`config.mk`:
```
export PLATFORM = sky130hd
export DESIGN_NAME = sipo_channel_scheduler
export DESIGN_NICKNAME = d
export VERILOG_FILES = /design/src/rtl/sipo_channel_scheduler.sv
export SDC_FILE = /design/constraint.sdc
export NUM_CORES = 1
export LEC_CHECK = 0
export BUFFER_PORTS_ARGS = -buffer_cell sky130_fd_sc_hd__buf_2
export CORE_ASPECT_RATIO = 0.7
export CORE_MARGIN = 5
export CORE_UTILIZATION = 50
export CTS_CLUSTER_DIAMETER = 120
export DETAILED_ROUTE_END_ITERATION = 7
export PLACE_DENSITY = 0.72
export SLEW_MARGIN = 20
export SYNTH_ARGS = -nofsm -noshare
export SYNTH_HDL_FRONTEND = slang
export SYNTH_SLANG_ARGS = --single-unit
```
`constraint.sdc`:
```
create_clock -name clk -period 2.3 [get_ports clk]
set_input_delay 0 -clock clk [delete_from_list [all_inputs] [get_ports clk]]
set_output_delay 0 -clock clk [all_outputs]
set_load 0.005 [all_outputs]
```
`src/rtl/sipo_channel_scheduler.sv`:
```
// Frame scheduler for a shared SIPO ADC capture path: on each sample tick it
// walks the enabled channels in ascending order, captures one word per channel and hands the frame downstream.
module sipo_channel_scheduler #(
    parameter int unsigned NUM_CH        = 4,
    parameter int unsigned DATA_W        = 12,
    parameter int unsigned SAMPLE_PERIOD = 1000,
    parameter int unsigned TIMEOUT       = 64,
    localparam int unsigned CH_W         = $clog2(NUM_CH)
) (
    input  logic                     clk,
    input  logic                     reset_b,
    input  logic                     enable,
    input  logic [NUM_CH-1:0]        chan_en,
    output logic                     sipo_start,
    input  logic                     sipo_ready,
    input  logic [DATA_W-1:0]        sipo_data,
    output logic [CH_W-1:0]          ch_sel,
    output logic [NUM_CH*DATA_W-1:0] frame_data,
    output logic                     frame_valid,
    input  logic                     frame_ready,
    output logic                     busy,
    output logic [NUM_CH-1:0]        err_timeout,
    output logic                     err_overrun,
    input  logic                     err_clr
);

    localparam int unsigned PER_W = $clog2(SAMPLE_PERIOD);
    localparam int unsigned TO_W  = $clog2(TIMEOUT);

    typedef enum logic [2:0] {
        IDLE, WAIT_TICK, START, WAIT_RDY, NEXT, PRESENT
    } state_t;

    state_t             state_q, state_d;
    logic [PER_W-1:0]   per_cnt;
    logic [TO_W-1:0]    to_cnt;
    logic [NUM_CH-1:0]  mask_q;
    logic               tick, to_done, slot_wr, to_evt, ovr_evt;
    logic               first_hit, next_hit;
    logic [CH_W-1:0]    first_idx, next_idx;
    logic [NUM_CH-1:0]  to_set;

    assign tick    = enable && (per_cnt == PER_W'(SAMPLE_PERIOD - 1));
    assign to_done = (to_cnt == TO_W'(TIMEOUT - 1));
    assign slot_wr = enable && (state_q == WAIT_RDY) && sipo_ready;
    assign to_evt  = enable && (state_q == WAIT_RDY) && !sipo_ready && to_done;
    assign ovr_evt = tick && (state_q != WAIT_TICK);

    // Descending scan so the lowest qualifying index is the one left standing.
    always_comb begin
        first_hit = 1'b0;
        first_idx = '0;
        next_hit  = 1'b0;
        next_idx  = '0;
        to_set    = '0;
        for (int unsigned i = NUM_CH; i > 0; i--) begin
            if (chan_en[i-1]) begin
                first_hit = 1'b1;
                first_idx = CH_W'(i - 1);
            end
            if (mask_q[i-1] && (CH_W'(i - 1) > ch_sel)) begin
                next_hit = 1'b1;
                next_idx = CH_W'(i - 1);
            end
        end
        for (int unsigned k = 0; k < NUM_CH; k++)
            to_set[k] = to_evt && (ch_sel == CH_W'(k));
    end

    always_comb begin
        state_d     = state_q;
        sipo_start  = 1'b0;
        frame_valid = 1'b0;
        busy        = 1'b0;
        case (state_q)
            IDLE:      if (enable) state_d = WAIT_TICK;
            WAIT_TICK: if (tick && first_hit) state_d = START;
            START: begin
                sipo_start = enable;
                busy       = 1'b1;
                state_d    = WAIT_RDY;
            end
            WAIT_RDY: begin
                busy = 1'b1;
                if (sipo_ready || to_done) state_d = NEXT;
            end
            NEXT: begin
                busy    = 1'b1;
                state_d = next_hit ? START : PRESENT;
            end
            PRESENT: begin
                frame_valid = 1'b1;
                if (frame_ready) state_d = WAIT_TICK;
            end
            default: state_d = IDLE;
        endcase
        if (!enable) state_d = IDLE;
    end

    always_ff @(posedge clk or negedge reset_b) begin
        if (!reset_b) state_q <= IDLE;
        else          state_q <= state_d;
    end

    always_ff @(posedge clk or negedge reset_b) begin
        if (!reset_b) begin
            per_cnt     <= '0;
            to_cnt      <= '0;
            mask_q      <= '0;
            ch_sel      <= '0;
            frame_data  <= '0;
            err_timeout <= '0;
            err_overrun <= 1'b0;
        end else begin
            if (!enable || tick) per_cnt <= '0;
            else                 per_cnt <= per_cnt + 1'b1;

            if (state_q == START)         to_cnt <= '0;
            else if (state_q == WAIT_RDY) to_cnt <= to_cnt + 1'b1;

            if (state_q == WAIT_TICK && tick) mask_q <= chan_en;

            if (state_d == START)
                ch_sel <= (state_q == WAIT_TICK) ? first_idx : next_idx;

            for (int unsigned k = 0; k < NUM_CH; k++)
                if (slot_wr && (ch_sel == CH_W'(k)))
                    frame_data[k*DATA_W +: DATA_W] <= sipo_data;

            // A new event in the clear cycle keeps its flag set.
            err_timeout <= (err_timeout & ~{NUM_CH{err_clr}}) | to_set;
            err_overrun <= (err_overrun & ~err_clr) | ovr_evt;
        end
    end

endmodule

```
==> impl_metrics.json <==
{
  "yosysWarnings": 0,
  "reg2reg_depth": 7,
  "rr_endpoint": "ch_sel[0]",
  "viasPerCell": 5.29,
  "ys.flop_type": "dfrtp_1",
  "routedWlPerCell_um": 16.5,
  "power_frac_comb": 0.042,
  "yosysTopAreaCell": "dfrtp_1",
  "drc_errors": 0,
  "power.share.switching": 0.201,
  "cp_cell_sequence": "ha_1 -> and3_1 -> and3_1 -> a211oi_1 -> a221oi_1 -> a211o_1 -> mux2_4",
  "r2r_start": "to_cnt[0]",
  "h-tree-depth": 3,
  "synth_cell_types": 39,
  "cts.sinks": 77,
  "antenna_left": 0,
  "die_y_um": 78.2,
  "grt_max_degree": 78,
  "final_common_cell": "buf_2",
  "io_pins": 80,
  "skew_ps": 6.55,
  "portBuffers": 79,
  "cts_root_buf": "clkbuf_8",
  "fmax_mhz": 452,
  "instances_no_fill": 472,
  "synthTopCellsByArea": "dfrtp_1 (58%), mux2_2 (17%), nand2_1 (2.0%)",
  "ys_seq_elements": 77,
  "yosys.area_share.adder": 0.00754,
  "dr_total_vias": 2496,
  "slowest_delay_ps": 420,
  "synth-xor-area-share": 0.0132,
  "area_delta_synth_final_pct": 29.3,
  "worstSetupStartpointType": "flip-flop",
  "dieArea_um2": 8400,
  "crit_type": "flip-flop to flip-flop",
  "p_leak_nw": 2.31,
  "rsz0062_at_grt": "no",
  "r2r_setup_slack_ps": 90,
  "grt_overflow": 0,
  "timing.final.crit_share": 0.963,
  "fp-row-count": 24,
  "worst_ep_required_time_ps": 2530,
  "track_usage": 0.198,
  "synthMuxAreaShare": 0.187,
  "coreArea_um2": 6340,
  "initial_core_util": 0.524,
  "dp.cells": 439,
  "worst_pin_slew_ps": 566,
  "synth_enable_flop_cells": 0,
  "tritoncts": "built",
  "synth_top_family_by_area": "multiplexers",
  "relSlewSlack": 0.622,
  "crit_fanout": 4,
  "power_frac_seq": 0.489,
  "ys_async_sr_fraction": 1.00,
  "place.gp.congestion": 0.953,
  "dr.pass1.iters": 4,
  "clock_path_buffers": 2,
  "cp-endpoint": "ch_sel[0]",
  "critPathArrivalTime_ps": 2450,
  "finalMaxSlewViolations": 0,
  "cp_common_cell": "and3_1",
  "pwr-share-clk": 0.469,
  "ir_worst_vdd_mv": 0.465,
  "yosys.area_share.simple": 0.115,
  "synthesis.area_um2": 3320,
  "hold_viol": 0,
  "dpl.hpwl_mm": 5.32,
  "antenna_found_initial": 0,
  "cellInternalPower_mw": 2.23,
  "crit_slowest_cell": "dfrtp_1",
  "p_switching_mw": 0.562,
  "syn_area_per_cell_um2": 12.3,
  "clk_latency_ps": 350,
  "maxCapViolations": 0,
  "synth_cells": 271,
  "final_cell_mix": "buf_2 (79), dfrtp_1 (77), mux2_2 (51)",
  "fill_cells": 475,
  "clk_pin_slew_ps": 80,
  "synth_top_area_share": 0.580,
  "startpoint": "to_cnt[0]",
  "cts_buffers": 9,
  "drtIter0Drc": 120,
  "drive_gt1_frac": 0.411,
  "p_per_area_nw_per_um2": 651,
  "setup_viol": 0,
  "grt_pass1_wl_mm": 13.1,
  "synth.net_count": 295,
  "status": "finished clean",
  "fin_setup_tns_ps": 0,
  "synth_compound_area_frac": 0.0772,
  "ys_seq_area_frac": 0.580,
  "die_w_um": 107,
  "post-route-min-period_ps": 2210,
  "hold_class": "input port to flip-flop",
  "postCtsSetupBuffers": 0,
  "layout.nets": 400,
  "grt_pass1_vias": 2521,
  "cp-end-kind": "flip-flop",
  "wl_mm": 7.77
}
==> critical path, delay by kind of cell (launching register included) <==
family	cells	cell delay, ps
compound gates	3	690
simple gates	2	450
flops	1	420
mux	1	300
fa+ha+maj	1	240
==> cell families after synthesis <==
family / count (synthesis)
AO/OA/AOI/OAI: 41
XOR/XNOR: 5
adder cells (fa/ha/maj): 2
buffers and inverters: 17
flip-flops: 77
multiplexers: 55
AND/OR/NAND/NOR: 74
==> worst min-delay path by stage <==
stage,startpoint,to,slack [ps],cells after the start
global route,enable,per_cnt[4],10,2
global placement,reset_b,state_q[0],70,2
detailed placement,reset_b,state_q[2],70,2
CTS,enable,per_cnt[2],7,2
floorplan,reset_b,ch_sel[0],-300,0
finish,enable,per_cnt[2],10,2
==> power by group through the flow <==
stage	clock (mW)	sequential (mW)	combinational [mW]
after floorplan	0	1.39	0.0321
after global placement	0	1.39	0.0961
after detailed placement	0	1.39	0.0965
after CTS	1.33	1.37	0.120
after global routing	1.41	1.37	0.134
final	1.31	1.37	0.118
==> through the flow <==
stage / total power [mW] / worst slack, ps / area, um2 / hold WS (ps) / utilization
final: 2.79 / 85.6 / 4290 / 11.6 / 0.678
after global placement: 1.49 / 235 / 3860 / 65.9 / 0.609
after floorplan: 1.42 / 328 / 3320 / -296 / -
after CTS: 2.82 / 113 / 4290 / 6.86 / 0.677
after detailed placement: 1.49 / 154 / 3860 / 67.0 / 0.609
after global routing: 2.91 / 37.1 / 4290 / 10.1 / 0.677
==> Yosys cell counts (all sizes together) (5+ instances only) <==
cell type,instances
a21oi,12
and2,5
and3,5
clkbuf,6
dfrtp,77
inv,7
mux2,52
nand2,18
nand2b,6
nand3,9
nor2,16
o21ai,13
==> final cells by class <==
cell class	instances	area, um2	share of cell area
well taps	91	114	0.0265
flip-flops and latches	77	1930	0.449
clock buffers	9	124	0.0289
diodes	1	2.50	0.000583
multi-input cells	177	1330	0.309
clock inverters	6	136	0.0318
repair buffers	104	638	0.149
inverters	7	26.3	0.00612
==> layer usage <==
metal | vias to the layer above | track usage | part of all wire
met4 | 0 | 0.0454 | 0.0081
met1 | 1255 | 0.274 | 0.45
met2 | 68 | 0.310 | 0.49
li1 | 1169 | - | -
met3 | 4 | 0.0623 | 0.052
met5 | - | 0 | 0
==> timing repair <==
item	4_1_cts	5_1_grt
setup endpoints to repair	0	0
hold buffers	17	0
endpoints found under the hold margin	131	0
gates resized for setup	0	0
==> flip-flops by register name, indices dropped and copies added (netlist names) <==
signal,flops
ch_sel,2
err_overrun,1
err_timeout,4
frame_data,48
mask_q,3
per_cnt,10
state_q,3
to_cnt,6
No activity file was read; power rests on OpenSTA's default activity.
